**src/rtl/riscv_mem_pkg.sv**
```systemverilog
// Shared types and MemOp encodings for the unified-memory arbiter.
package riscv_mem_pkg;

    localparam logic [2:0] MOP_B  = 3'b000;
    localparam logic [2:0] MOP_H  = 3'b001;
    localparam logic [2:0] MOP_W  = 3'b010;
    localparam logic [2:0] MOP_BU = 3'b100;
    localparam logic [2:0] MOP_HU = 3'b101;

    typedef enum logic [1:0] {
        ST_IDLE    = 2'd0,
        ST_WAIT_IF = 2'd1,
        ST_WAIT_D  = 2'd2
    } state_t;

    typedef enum logic {
        OWN_IF = 1'b0,
        OWN_D  = 1'b1
    } owner_t;

endpackage

```
**src/rtl/mem_lsu_align.sv**
```systemverilog
// Combinational lane logic: byte enables, store replication, load extract/extend,
// and misalignment detection. Request side and response side are independent.
import riscv_mem_pkg::*;

module mem_lsu_align (
    input  logic [2:0]  i_op,
    input  logic [1:0]  i_lo,
    input  logic [31:0] i_wdata,
    input  logic [2:0]  i_rop,
    input  logic [1:0]  i_rlo,
    input  logic [31:0] i_rdata,
    output logic [3:0]  o_be,
    output logic [31:0] o_wdata,
    output logic        o_mis,
    output logic [31:0] o_rdata
);

    logic [31:0] w_lane;

    assign w_lane = i_rdata >> {i_rlo, 3'b000};

    // Request side; reserved encodings fall through to word behaviour.
    always_comb begin
        o_be    = 4'b1111;
        o_wdata = i_wdata;
        o_mis   = (i_lo != 2'b00);
        case (i_op)
            MOP_B, MOP_BU: begin
                o_be    = 4'b0001 << i_lo;
                o_wdata = {4{i_wdata[7:0]}};
                o_mis   = 1'b0;
            end
            MOP_H, MOP_HU: begin
                o_be    = 4'b0011 << i_lo;
                o_wdata = {2{i_wdata[15:0]}};
                o_mis   = i_lo[0];
            end
            default: ;
        endcase
    end

    // Response side: lane already shifted down, then sign or zero extend.
    always_comb begin
        o_rdata = i_rdata;
        case (i_rop)
            MOP_B:   o_rdata = {{24{w_lane[7]}}, w_lane[7:0]};
            MOP_BU:  o_rdata = {24'h000000, w_lane[7:0]};
            MOP_H:   o_rdata = {{16{w_lane[15]}}, w_lane[15:0]};
            MOP_HU:  o_rdata = {16'h0000, w_lane[15:0]};
            default: o_rdata = i_rdata;
        endcase
    end

endmodule

```
**src/rtl/mem_arbiter.sv**
```systemverilog
// Single-outstanding arbiter sharing one memory port between fetch and load/store.
// Data wins unless the previous grant was data and a fetch is waiting.
import riscv_mem_pkg::*;

module mem_arbiter #(
    parameter int ADDR_W = 32,
    parameter int DATA_W = 32
) (
    input  logic              clk,
    input  logic              reset,
    input  logic              if_req,
    input  logic [ADDR_W-1:0] if_addr,
    output logic [DATA_W-1:0] if_rdata,
    output logic              if_valid,
    output logic              if_stall,
    input  logic              d_read,
    input  logic              d_write,
    input  logic [2:0]        d_op,
    input  logic [ADDR_W-1:0] d_addr,
    input  logic [DATA_W-1:0] d_wdata,
    output logic [DATA_W-1:0] d_rdata,
    output logic              d_valid,
    output logic              d_err,
    output logic              d_stall,
    output logic              mem_req,
    output logic              mem_we,
    output logic [3:0]        mem_be,
    output logic [ADDR_W-1:0] mem_addr,
    output logic [DATA_W-1:0] mem_wdata,
    input  logic              mem_gnt,
    input  logic              mem_rvalid,
    input  logic [DATA_W-1:0] mem_rdata
);

    state_t            r_state;
    owner_t            r_last;
    logic [2:0]        r_op;
    logic [1:0]        r_lo;
    logic              r_we;
    logic [DATA_W-1:0] r_if_rdata;
    logic [DATA_W-1:0] r_d_rdata;
    logic              r_if_valid;
    logic              r_d_valid;
    logic              r_d_err;

    logic [3:0]        w_be;
    logic [31:0]       w_wdata;
    logic              w_mis;
    logic [31:0]       w_ld;
    logic              w_idle;
    logic              w_d_any;
    logic              w_d_req;
    logic              w_if_req;
    logic              w_mis_hit;
    logic              w_pick_d;
    logic              w_pick_if;
    logic              w_unused;

    // Fetch addresses are always word aligned; the low bits carry no information.
    assign w_unused = ^if_addr[1:0];

    mem_lsu_align u_align (
        .i_op    (d_op),
        .i_lo    (d_addr[1:0]),
        .i_wdata (d_wdata),
        .i_rop   (r_op),
        .i_rlo   (r_lo),
        .i_rdata (mem_rdata),
        .o_be    (w_be),
        .o_wdata (w_wdata),
        .o_mis   (w_mis),
        .o_rdata (w_ld)
    );

    // A request whose completion pulse is currently high is the one just served.
    assign w_idle    = (r_state == ST_IDLE);
    assign w_d_any   = d_read | d_write;
    assign w_d_req   = w_d_any & ~r_d_valid;
    assign w_if_req  = if_req & ~r_if_valid;
    assign w_mis_hit = w_idle & w_d_req & w_mis;
    assign w_pick_d  = w_idle & w_d_req & ~w_mis & ~(w_if_req & (r_last == OWN_D));
    assign w_pick_if = w_idle & w_if_req & ~w_pick_d;

    assign if_stall  = if_req & ~r_if_valid;
    assign d_stall   = w_d_any & ~r_d_valid;

    // Memory request fields follow the selected port while idle, zero otherwise.
    always_comb begin
        mem_req   = w_pick_d | w_pick_if;
        mem_we    = w_pick_d & d_write;
        mem_be    = 4'b0000;
        mem_addr  = '0;
        mem_wdata = '0;
        if (w_pick_d) begin
            mem_be   = w_be;
            mem_addr = {d_addr[ADDR_W-1:2], 2'b00};
            if (d_write)
                mem_wdata = w_wdata;
        end else if (w_pick_if) begin
            mem_be   = 4'b1111;
            mem_addr = {if_addr[ADDR_W-1:2], 2'b00};
        end
    end

    // Transaction sequencing with registered completion outputs.
    always_ff @(posedge clk or negedge reset) begin
        if (!reset) begin
            r_state    <= ST_IDLE;
            r_last     <= OWN_IF;
            r_op       <= 3'b000;
            r_lo       <= 2'b00;
            r_we       <= 1'b0;
            r_if_rdata <= '0;
            r_d_rdata  <= '0;
            r_if_valid <= 1'b0;
            r_d_valid  <= 1'b0;
            r_d_err    <= 1'b0;
        end else begin
            r_if_valid <= 1'b0;
            r_d_valid  <= 1'b0;
            r_d_err    <= 1'b0;
            case (r_state)
                ST_IDLE: begin
                    if (w_mis_hit) begin
                        r_d_valid <= 1'b1;
                        r_d_err   <= 1'b1;
                        r_d_rdata <= '0;
                    end
                    if (mem_gnt && w_pick_d) begin
                        r_state <= ST_WAIT_D;
                        r_last  <= OWN_D;
                        r_op    <= d_op;
                        r_lo    <= d_addr[1:0];
                        r_we    <= d_write;
                    end else if (mem_gnt && w_pick_if) begin
                        r_state <= ST_WAIT_IF;
                        r_last  <= OWN_IF;
                    end
                end
                ST_WAIT_IF: begin
                    if (mem_rvalid) begin
                        r_if_rdata <= mem_rdata;
                        r_if_valid <= 1'b1;
                        r_state    <= ST_IDLE;
                    end
                end
                ST_WAIT_D: begin
                    if (mem_rvalid) begin
                        r_d_rdata <= r_we ? '0 : w_ld;
                        r_d_valid <= 1'b1;
                        r_state   <= ST_IDLE;
                    end
                end
                default: r_state <= ST_IDLE;
            endcase
        end
    end

    assign if_rdata = r_if_rdata;
    assign if_valid = r_if_valid;
    assign d_rdata  = r_d_rdata;
    assign d_valid  = r_d_valid;
    assign d_err    = r_d_err;

endmodule

```
**config.mk**
```make
export PLATFORM = sky130hd
export DESIGN_NAME = mem_arbiter
export DESIGN_NICKNAME = d
export VERILOG_FILES = /design/src/rtl/riscv_mem_pkg.sv /design/src/rtl/mem_lsu_align.sv /design/src/rtl/mem_arbiter.sv
export SDC_FILE = /design/constraint.sdc
export NUM_CORES = 1
export LEC_CHECK = 0
export ABC_AREA = 1
export BUFFER_PORTS_ARGS = -buffer_cell sky130_fd_sc_hd__buf_2
export CORE_MARGIN = 2
export CORE_UTILIZATION = 30
export CTS_BUF_LIST = sky130_fd_sc_hd__clkbuf_2 sky130_fd_sc_hd__clkbuf_4 sky130_fd_sc_hd__clkbuf_8
export DETAILED_ROUTE_END_ITERATION = 10
export GPL_TIMING_DRIVEN = 0
export RECOVER_POWER = 100
export SLEW_MARGIN = 20
export SYNTH_ARGS = -nofsm -noshare
export SYNTH_HDL_FRONTEND = slang
export SYNTH_SLANG_ARGS = --single-unit
```
**constraint.sdc**
```tcl
create_clock -name clk -period 1.45 [get_ports clk]
set_input_delay 0.0725 -clock clk [delete_from_list [all_inputs] [get_ports clk]]
set_output_delay 0.0725 -clock clk [all_outputs]
set_load 0.01 [all_outputs]
```
==> summary.md, run 1 <==
| Metric | Value |
|---|---|
| Synth cell count leaders | nand2_1, dfrtp_1, o21ai_0 |
| Row Count | 45 |
| Inst Count DP | 1133 |
| Synth top area cells | dfrtp_1, nand2_1, o21ai_0 |
| Clock sink count | 76 |
| Via count | 5777 |
| Worst Hold Depth | 3 |
| Largest area contributor in the netlist | dfrtp_1 |
| FF-to-FF path depth | 10 |
| Power Dens Cells | 1622 nW/um^2 |
| Hold Violations, Final | 0 |
| Pin count of the biggest net entering global routing | 56 |
| Leakage power | 3.896 nW |
| Remaining Overflow, GRT | 0 |
| Reg-to-Reg Start | r_state[1] |
| CTS tree | built |
| Drt wl/cell | 16.41 um |
| DRC violations left | 0 |
| Outcome | finished, violations left |
| Post-synth EDFFs | 0 |
| Area share of and/or/nand/nor cells after synthesis | 0.3348 |
| Vias in the first global route | 5479 |
| Clk_skew | 0.01332 ns |
| IO buf count | 271 |
| Synth Instances | 672 |
| Top Ports | 277 |
| Fillers | 1632 |
| Slowest cell delay on critical path | 0.39 ns |
| Via density | 4.867 |
| Max-slew headroom at the worst pin | 0.6191 |
| Final Max Slew Viols | 0 |
| Core area | 15150 sq um |
| Ys flop type | dfrtp_1 |
| #FFs+latches synth | 76 |
| Hold crit path type | input port to flop |
| Minimum hold slack | 0.03679 ns |
| Die ar. | 16410 sq um |
| Initial antenna violation count | 1 |
| Xor-xnor portion of the synthesized cell area | 0 |
| CTS Buffer Depth | 2 |
| VDD IR-drop max | 649.9 uV |
| Post-layout util | 0.4629 |
| CP Buf/Inv Count | 2 |
| Post-Route WL | 19480 um |
| Failing checks | setup timing |
| Syn Area/Cell | 6.874 sq um |
| Post-synthesis mux area share | 0 |
| Startpoint Class | flop |
| Post-DP HPWL | 15140 um |
| Clock Latency Late Sink | 0.35 ns |
| Die W | 128.1 um |
| Final RePlAce weighted congestion | 0.8716 |
| Global-route wire length before repair | 28770 um |
| Worst-path clk slew | 0.07 ns |
| Final nets | 1136 |
| Cell family with most CP delay | simple AND/OR/NAND/NOR gates |
| Post-Synth Adder-Cell Area | 0.008126 |
| Top-area cell type share of the netlist area | 0.4117 |
| R2r endpoint | r_op[1] |
| Setup violations, final | 134 |
| CP max stage cell | dfrtp_1 |
| Critical path required time | 1.38 ns |
| Setup repair after global routing missed its margin | yes |
| Root buf cell | clkbuf_8 |
| Unique cell type count in the Yosys netlist | 32 |
| Final period demand of the worst path | 1.976 ns |
| Die span in y | 128.1 um |
| Final WS setup | -0.5256 ns |
| Share of cells above drive strength 1 | 0.3363 |
| Crit-path cells | inv_2, ha_4, nand3_4, nor2_4, nand2_4, nor2_4, o21ai_1, nor2_1, buf_2 |
| Setup TNS Final | -40.61 ns |
| MaxCap Viol Count | 0 |
| Post-route clock period utilization | 1.362 |
| Min-delay src | mem_rdata[21] |
| Max FO, Critical Path | 5 |
| CTS buffer count | 9 |
| H-tree levels | 3 |
| Register area share after synthesis | 0.4117 |
| Hold endpoint | if_rdata[21] |
| Non-filler cells, final | 1187 |
| R2R Setup Slk | -0.24 ns |
| Antenna diode instance count | 0 |
| Router iterations before antenna repair | 4 |
| Area Growth Syn to Fin | 51.79% |
| Top cell by count, worst path | nor2_4 |
| Worst setup EP type | output port |
| Starting Density | 0.3050 |
| ANT nets after route | 0 |
| Synth Area in Compound Gates | 0.1490 |
| Worst slew pin tran | 0.5714 ns |
| Yosys warning count | 0 |
| WS Path Type | flop to output port |
| Synthesized cell area | 4619 sq um |
| Largest family of logic cells by synthesized area | simple AND/OR/NAND/NOR gates |
| Count leader, synth | nand2_1 |
| Iter 0 DRT Violations | 339 |
| Fmax | 506.2 MHz |
| All-Layer GR Usage | 0.2274 |
| CP Data Arrival Time | 1.90 ns |
| Asr flop ratio synth | 1.000 |
metrics by stage:
stage               setup slack, ns  power [mW]  area [sq um]
finish                      -0.5256       11.38          7012
global route                -0.6543       12.18          7012
CTS                         -0.5323       11.24          6972
detailed placement          -0.5290       9.060          6317
global placement            -0.4917       8.993          6287
floorplan                  -0.05644       6.750          4696
power by group:
| part | internal (mW) | switching (mW) | leakage (nW) |
|---|---|---|---|
| Combinational | 2.72 | 4.08 | 2.81 |
| Clock | 0.662 | 0.758 | 0.0902 |
| Sequential | 2.77 | 0.388 | 0.999 |
| Total | 6.15 | 5.23 | 3.90 |
cell type report:
class / count / area (sq um) / area share
sequential: 76 / 1902 / 0.2712
clock inverter: 3 / 15.01 / 0.002141
buffer: 40 / 336.6 / 0.04800
multi-input combinational: 506 / 2474 / 0.3528
timing repair buffer: 310 / 1683 / 0.2400
clock buffer: 12 / 146.4 / 0.02088
tap: 188 / 235.2 / 0.03355
inverter: 52 / 220.2 / 0.03141
kinds of logic after synthesis:
group                      count (synthesis)
AOI/OAI and AO/OA                        125
adders and majority gates                  3
buffers and inverters                     92
DFF                                       76
other                                      1
and+or+nand+nor                          375
timing repair:
action | in CTS | in global routing
resized for setup | 74 | 51
pin swaps | 6 | 4
gates cloned | 7 | 1
endpoints found under the hold margin | 85 | 0
setup endpoints to repair | 142 | 131
setup buffers | 16 | 6
hold buffers | 10 | 0
layer usage:
metal / track usage / vias to the layer above / share of wire / wire length, um
met1: 0.2609 / 2660 / 0.39 / 7526
li1: - / 2818 / - / -
met3: 0.04841 / 34 / 0.075 / 1453
met4: 0.07111 / 0 / 0.025 / 480
met2: 0.4212 / 265 / 0.51 / 10020
met5: 0 / - / 0 / 0
how the worst max path moves through the flow:
stage	from	to	depth (start not counted)
finish	r_state[1]	mem_wdata[15]	9
global route	r_state[1]	mem_wdata[8]	9
CTS	r_state[1]	mem_wdata[15]	9
detailed placement	r_state[1]	if_rdata[13]	7
global placement	r_state[1]	if_rdata[13]	7
floorplan	r_state[1]	mem_wdata[10]	8
state kept, by name (all words and copies together) (netlist names):
name and flops:
r_state 2, r_lo 2, d_valid 1, if_rdata 32, d_err 1, d_rdata 32, r_we 1, r_last 1
if_valid 1, r_op 3
worst min-delay path, stage by stage:
cell and delay (ns):
buf_2 0.13, inv_1 0.07, o21ai_1 0.07
cell usage in the layout (no fill, tap or decap), types with 3 or more instances in the layout:
cell type / synthesis / layout
nand2_1: 273 / 266
buf_2: 13 / 201
dfrtp_1: 76 / 76
clkbuf_1: 14 / 73
nand3_1: 57 / 56
inv_1: 43 / 40
o21ai_0: 66 / 38
o21ai_1: 8 / 32
buf_4: 3 / 29
nor2_1: 32 / 26
buf_6: 8 / 23
a21oi_1: 28 / 20
o22ai_1: 10 / 10
dlygate4sd3_1: 0 / 10
clkbuf_8: 0 / 9
clkbuf_4: 0 / 8
nand2_2: 5 / 7
inv_2: 4 / 6
nand2_4: 1 / 6
nor2_4: 2 / 6
buf_8: 0 / 6
o2111ai_1: 6 / 6
o21ai_2: 2 / 5
a21oi_2: 0 / 5
nor2_2: 0 / 3
a21oi_4: 0 / 3
o211ai_1: 3 / 3
clkinv_2: 1 / 3
Power figures use the tool's default switching activity.
==> run 2: changes to the inputs <==
- BUFFER_PORTS_ARGS: -buffer_cell sky130_fd_sc_hd__buf_2 -> default
- DONT_BUFFER_PORTS: default -> 1
==> run 2 against run 1 <==
The run ends with hold timing, setup timing left. Worst hold slack worse by 0.64 ns. Sequential cell count stayed put. Register-to-register slack worse by 0.07 ns. Critical path depth is 1 lower. Via count is 15% lower. Cell count is 20% lower. Wire length is 3.3% lower. Power is 5.1% lower. Combinational power is 16% lower. Sequential power is 12% higher. Global-route usage is 0.41 points lower. Largest cell class unchanged.
==> summary.md, run 2 (synthesized netlist as in run 1, its figures left out) <==
| Metric | Value |
|---|---|
| VDD IR-drop max | 902.8 uV |
| Final period demand of the worst path | 2.045 ns |
| Critical path required time | 1.38 ns |
| Clock Latency Late Sink | 0.36 ns |
| Top Ports | 277 |
| Via density | 5.215 |
| Root buf cell | clkbuf_8 |
| Core area | 15150 sq um |
| Cell family with most CP delay | simple AND/OR/NAND/NOR gates |
| Fmax | 489.0 MHz |
| Top cell by count, worst path | nor2_4 |
| Critical Path Start | r_state[1] |
| Sequential cell area | 1902 sq um |
| Worst slew pin tran | 0.5567 ns |
| Pin count of the biggest net entering global routing | 77 |
| Placed inst area | 4931 sq um |
| Initial antenna violation count | 1 |
| Final nets | 893 |
| Failing checks | hold timing, setup timing |
| CTS Buffer Depth | 2 |
| Commonest non-fill, non-tap cell in the layout | nand2_1 |
| CP Buf/Inv Count | 1 |
| Area Growth Syn to Fin | 37.24% |
| MaxCap Viol Count | 0 |
| Vias in the first global route | 4782 |
| Final Cell Area | 6340 sq um |
| Worst setup EP type | output port |
| Non-filler cells, final | 946 |
| Hold Violations, Final | 76 |
| Multi-input logic area | 2794 sq um |
| Power Dens Cells | 1704 nW/um^2 |
| Die ar. | 16410 sq um |
| Crit-path cells | inv_2, ha_4, nand3_4, nor2_4, nand2_4, nor2_4, o21ai_2, nor2_2 |
| Clock sink count | 76 |
| DRC violations left | 0 |
| R2r endpoint | d_rdata[3] |
| Final RePlAce weighted congestion | 1.004 |
| Starting Density | 0.3050 |
| Startpoint Class | flop |
| Post-Route WL | 18830 um |
| Highest-count cells in the layout ignoring fill and taps | nand2_1, dfrtp_1, nand3_1 |
| Pre-CTS setup slack | -0.5350 ns |
| CP Data Arrival Time | 1.97 ns |
| R2R Setup Slk | -0.31 ns |
| IO buf count | 0 |
| Final Max Slew Viols | 0 |
| Leakage power | 3.057 nW |
| Hold crit path type | input port to asynchronous set/reset pin |
| Worst-path clk slew | 0.09 ns |
| CP max stage cell | dfrtp_1 |
| WS Path Type | flop to output port |
| Setup repair after global routing missed its margin | yes |
| Router iterations before antenna repair | 4 |
| Reg-to-Reg Start | r_state[1] |
| Clk_skew | 0.01121 ns |
| Max FO, Critical Path | 6 |
| FF-to-FF path depth | 10 |
| Row Count | 45 |
| Inst Count DP | 861 |
| Slowest cell delay on critical path | 0.40 ns |
| Die W | 128.1 um |
| Remaining Overflow, GRT | 0 |
| All-Layer GR Usage | 0.2233 |
| Outcome | finished, violations left |
| Share of cells above drive strength 1 | 0.2602 |
| Minimum hold slack | -0.6030 ns |
| Fillers | 1564 |
| Post-route clock period utilization | 1.410 |
| Via count | 4933 |
| Critical path depth in cells | 8 |
| Final WS setup | -0.5950 ns |
| CTS tree | built |
| H-tree levels | 3 |
| Setup violations, final | 109 |
| ANT nets after route | 0 |
| Post-DP HPWL | 14310 um |
| CTS buffer count | 9 |
| Iter 0 DRT Violations | 279 |
| Drt wl/cell | 19.91 um |
| Max-slew headroom at the worst pin | 0.6280 |
| Die span in y | 128.1 um |
| Global-route wire length before repair | 27770 um |
| Setup TNS Final | -42.43 ns |
[run 2: cell types whose count changed in the layout (fill, tap and decap cells not counted), moves of 8 or more]
cell / change
buf_2: -194
o21ai_1: -16
nor2_1: -21
clkbuf_4: -8
clkbuf_1: -66
nand2_1: -35
nand2_2: +36
dlygate4sd3_1: +27
nor2_4: +16
[run 2: timing repair]
action / 4_1_cts / 5_1_grt
gates cloned: 6 / 2
gates resized for setup: 129 / 62
pin swaps: 19 / 11
hold buffers: 36 / 1
endpoints found under the setup margin: 142 / 137
setup buffers: 13 / 10
endpoints found under the hold margin: 138 / 77
[run 2: area by class of cell]
type | instances | area share
well taps | 188 | 0.03710
repair inverters | 1 | 0.001776
multi-input cells | 506 | 0.4407
plain buffers | 40 | 0.05506
flip-flops and latches | 76 | 0.3000
clock buffers | 10 | 0.02171
diodes | 1 | 0.0003947
clock inverters | 6 | 0.007302
repair buffers | 66 | 0.1022
inverters | 52 | 0.03375
[run 2: through the flow]
step | total power [mW] | util | hold slack [ns]
final | 10.80 | 0.4186 | -0.6030
after floorplan | 6.750 | - | -0.2231
after global placement | 7.854 | 0.3256 | -0.2210
after detailed placement | 7.922 | 0.3256 | -0.2208
after CTS | 10.38 | 0.4004 | -0.6205
after global routing | 11.57 | 0.4186 | -0.6357
[run 2: worst register-to-register path, delay by kind of cell (launching register included)]
kind | cells | cell delay, ns
AND/OR/NAND/NOR | 2 | 0.14
buffers and inverters | 4 | 0.51
adder cells (fa/ha/maj) | 1 | 0.16
flip-flops | 1 | 0.40
AO/OA/AOI/OAI | 3 | 0.44
[run 2: how the worst max path moves through the flow]
| stage | end | slack (ns) |
|---|---|---|
| after floorplan | mem_wdata[10] | -0.06 |
| after global placement | if_rdata[13] | -0.52 |
| after detailed placement | if_rdata[16] | -0.54 |
| after CTS | mem_addr[29] | -0.56 |
| after global routing | mem_wdata[30] | -0.67 |
| final | mem_wdata[30] | -0.59 |
[run 2: where the power goes]
group	internal [mW]	leakage, nW	switching (mW)
Clock	0.680	0.0893	0.864
Combinational	2.17	1.97	3.56
Sequential	2.76	0.999	0.763
Total	5.62	3.06	5.18
[run 2: metal layers]
| layer | vias to the layer above | global-route usage | part of all wire |
|---|---|---|---|
| met1 | 2309 | 0.2425 | 0.34 |
| met4 | 0 | 0.07304 | 0.029 |
| met2 | 260 | 0.4133 | 0.54 |
| li1 | 2329 | - | - |
| met5 | - | 0 | 0 |
| met3 | 35 | 0.06761 | 0.091 |
==> run 3: changes to the inputs <==
- PLACE_DENSITY_LB_ADDON: default -> 0.12
==> run 3 against run 2 <==
The flow still finishes with violations (hold timing, setup timing). Combinational power is 9.4% higher. Count of clock-buffer cells in the layout is 3 higher. Global-route usage increased by 0.33 points. Maximum frequency down 0.39%. Power grew 5.0%. Utilization is 1.1 points higher. First-iteration DRC count fell by 29%. Critical path depth stayed put. Critical path type unchanged.
==> summary.md, run 3 (synthesized netlist as in run 1, its figures left out) <==
| Metric | Value |
|---|---|
| Pin count of the biggest net entering global routing | 77 |
| Die span in y | 128.1 um |
| Final WS setup | -0.6030 ns |
| Leakage power | 3.109 nW |
| Clk network pwr share | 0.137 |
| Minimum hold slack | -0.5939 ns |
| Startpoint Class | flop |
| Core area | 15150 sq um |
| CTS tree | built |
| Failing checks | hold timing, setup timing |
| Switching power | 5.260 mW |
| Root buf cell | clkbuf_8 |
| Setup violations, final | 130 |
| FF-to-FF path depth | 12 |
| Highest-count cells in the layout ignoring fill and taps | nand2_1, dfrtp_1, nand3_1, o21ai_0, inv_1 |
| Final period demand of the worst path | 2.053 ns |
| Post-Route WL | 18960 um |
| R2R Setup Slk | -0.26 ns |
| Post-route clock period utilization | 1.416 |
| Top Ports | 277 |
| Final Cell Area | 6510 sq um |
| Clock sink count | 76 |
| Worst setup EP type | output port |
| Iter 0 DRT Violations | 199 |
| Die ar. | 16410 sq um |
| CP Data Arrival Time | 1.98 ns |
| Hold crit path type | input port to asynchronous set/reset pin |
| Internal power | 6.079 mW |
| Worst-path clk slew | 0.09 ns |
| Critical path required time | 1.38 ns |
| Hold Violations, Final | 76 |
| Max FO, Critical Path | 7 |
| Vias in the first global route | 4996 |
| R2r endpoint | d_rdata[2] |
| Final Max Slew Viols | 0 |
| Die W | 128.1 um |
| Final RePlAce weighted congestion | 0.8393 |
| VDD IR-drop max | 796.0 uV |
| Global-route wire length before repair | 28200 um |
| Remaining Overflow, GRT | 0 |
| Setup repair after global routing missed its margin | yes |
| Starting Density | 0.3050 |
| Area Growth Syn to Fin | 40.93% |
| Clk_skew | 0.01171 ns |
| Outcome | finished, violations left |
| Part of the power in registers | 0.310 |
| Placed inst area | 4931 sq um |
| Reg-to-Reg Start | r_state[0] |
| Fmax | 487.1 MHz |
| Router iterations before antenna repair | 5 |
| All-Layer GR Usage | 0.2267 |
| CTS buffer count | 9 |
| Row Count | 45 |
| Power Dens Cells | 1742 nW/um^2 |
| DRC violations left | 0 |
| Share of cells above drive strength 1 | 0.2732 |
| CTS Buffer Depth | 2 |
| Clock Latency Late Sink | 0.35 ns |
| Via count | 4897 |
| Via density | 5.199 |
| Drt wl/cell | 20.12 um |
| Hold Buf Count CTS | 36 |
| IO buf count | 0 |
| Combinational share of power | 0.553 |
| Antenna diode instance count | 0 |
| WS Path Type | flop to output port |
| Net Sw Frac | 0.4639 |
| MaxCap Viol Count | 0 |
| Post-DP HPWL | 14270 um |
| H-tree levels | 3 |
| Commonest non-fill, non-tap cell in the layout | nand2_1 |
| Final nets | 890 |
| ANT nets after route | 0 |
| Initial antenna violation count | 0 |
-- run 3: changes by cell type in the layout (fill, tap and decap cells not counted), moves of 3 or more --
cell and change:
buf_4 -9, buf_8 +4, clkbuf_16 +4, nand2_2 -5, nand2_4 +3, nand3_1 -7
nand3_2 +8, nor2_2 +5, nor2_4 -5, o21ai_0 +3, o21ai_1 -5
-- run 3: routing by layer --
| layer | GRT usage | vias up | part of all wire | wire, um |
|---|---|---|---|---|
| li1 | - | 2314 | - | - |
| met1 | 0.2423 | 2339 | 0.36 | 6907 |
| met2 | 0.4288 | 216 | 0.55 | 10400 |
| met3 | 0.05968 | 28 | 0.063 | 1197 |
| met4 | 0.07822 | 0 | 0.024 | 449 |
| met5 | 0 | - | 0 | 0 |
-- run 3: layout make-up --
type / instances / area, sq um
Buffer: 38 / 364.1
Clock buffer: 13 / 172.7
Clock inverter: 3 / 20.02
Fill cell: 1598 / 8636
Inverter: 52 / 234.0
Multi-Input combinational cell: 506 / 2836
Sequential cell: 76 / 1902
Tap cell: 188 / 235.2
Timing Repair Buffer: 65 / 739.5
Timing Repair inverter: 1 / 6.256
-- run 3: power by group through the flow --
stage / Combinational (mW) / Sequential (mW) / Clock [mW]
2_1_floorplan: 3.38 / 3.37 / 0
3_3_place_gp: 4.35 / 3.54 / 0
3_5_place_dp: 4.39 / 3.56 / 0
4_1_cts: 5.75 / 3.52 / 1.62
5_1_grt: 6.86 / 3.59 / 1.73
6_report: 6.27 / 3.51 / 1.56
-- run 3: stage by stage --
step                      std cells  power, mW  utilization  setup slack (ns)  TNS [ns]
after floorplan                 673      6.750            -          -0.05644   -0.9395
after global placement          861      7.891       0.3256           -0.5206    -34.73
after detailed placement        861      7.955       0.3256           -0.5425    -37.19
after CTS                       933      10.89       0.4131           -0.6242    -42.78
after global routing            942      12.18       0.4298           -0.7227    -58.64
final                           942      11.34       0.4298           -0.6030    -44.41
-- run 3: worst max-delay path, stage by stage, from the launching register on --
cell	delay (ns)
dfrtp_1	0.40
inv_2	0.08
ha_4	0.15
nand3_4	0.07
nor2_4	0.14
nand2_4	0.07
nor2_4	0.36
o21ai_2	0.14
nor2_2	0.21
-- run 3: what timing repair did --
action / 4_1_cts / 5_1_grt
endpoints found under the hold margin: 142 / 76
gates cloned: 6 / 4
endpoints found under the setup margin: 142 / 137
resized for setup: 174 / 47
pin swaps: 51 / 11
setup buffers: 15 / 6
-- run 3: worst max path at each step --
stage / startpoint / depth (start not counted) / slack (ns) / endpoint
3_3_place_gp: r_state[1] / 7 / -0.52 / if_rdata[0]
6_report: r_state[0] / 8 / -0.60 / mem_wdata[26]
2_1_floorplan: r_state[1] / 8 / -0.06 / mem_wdata[10]
5_1_grt: r_state[0] / 8 / -0.72 / mem_wdata[26]
4_1_cts: r_state[0] / 8 / -0.62 / mem_wdata[26]
3_5_place_dp: r_state[1] / 7 / -0.54 / if_rdata[1]
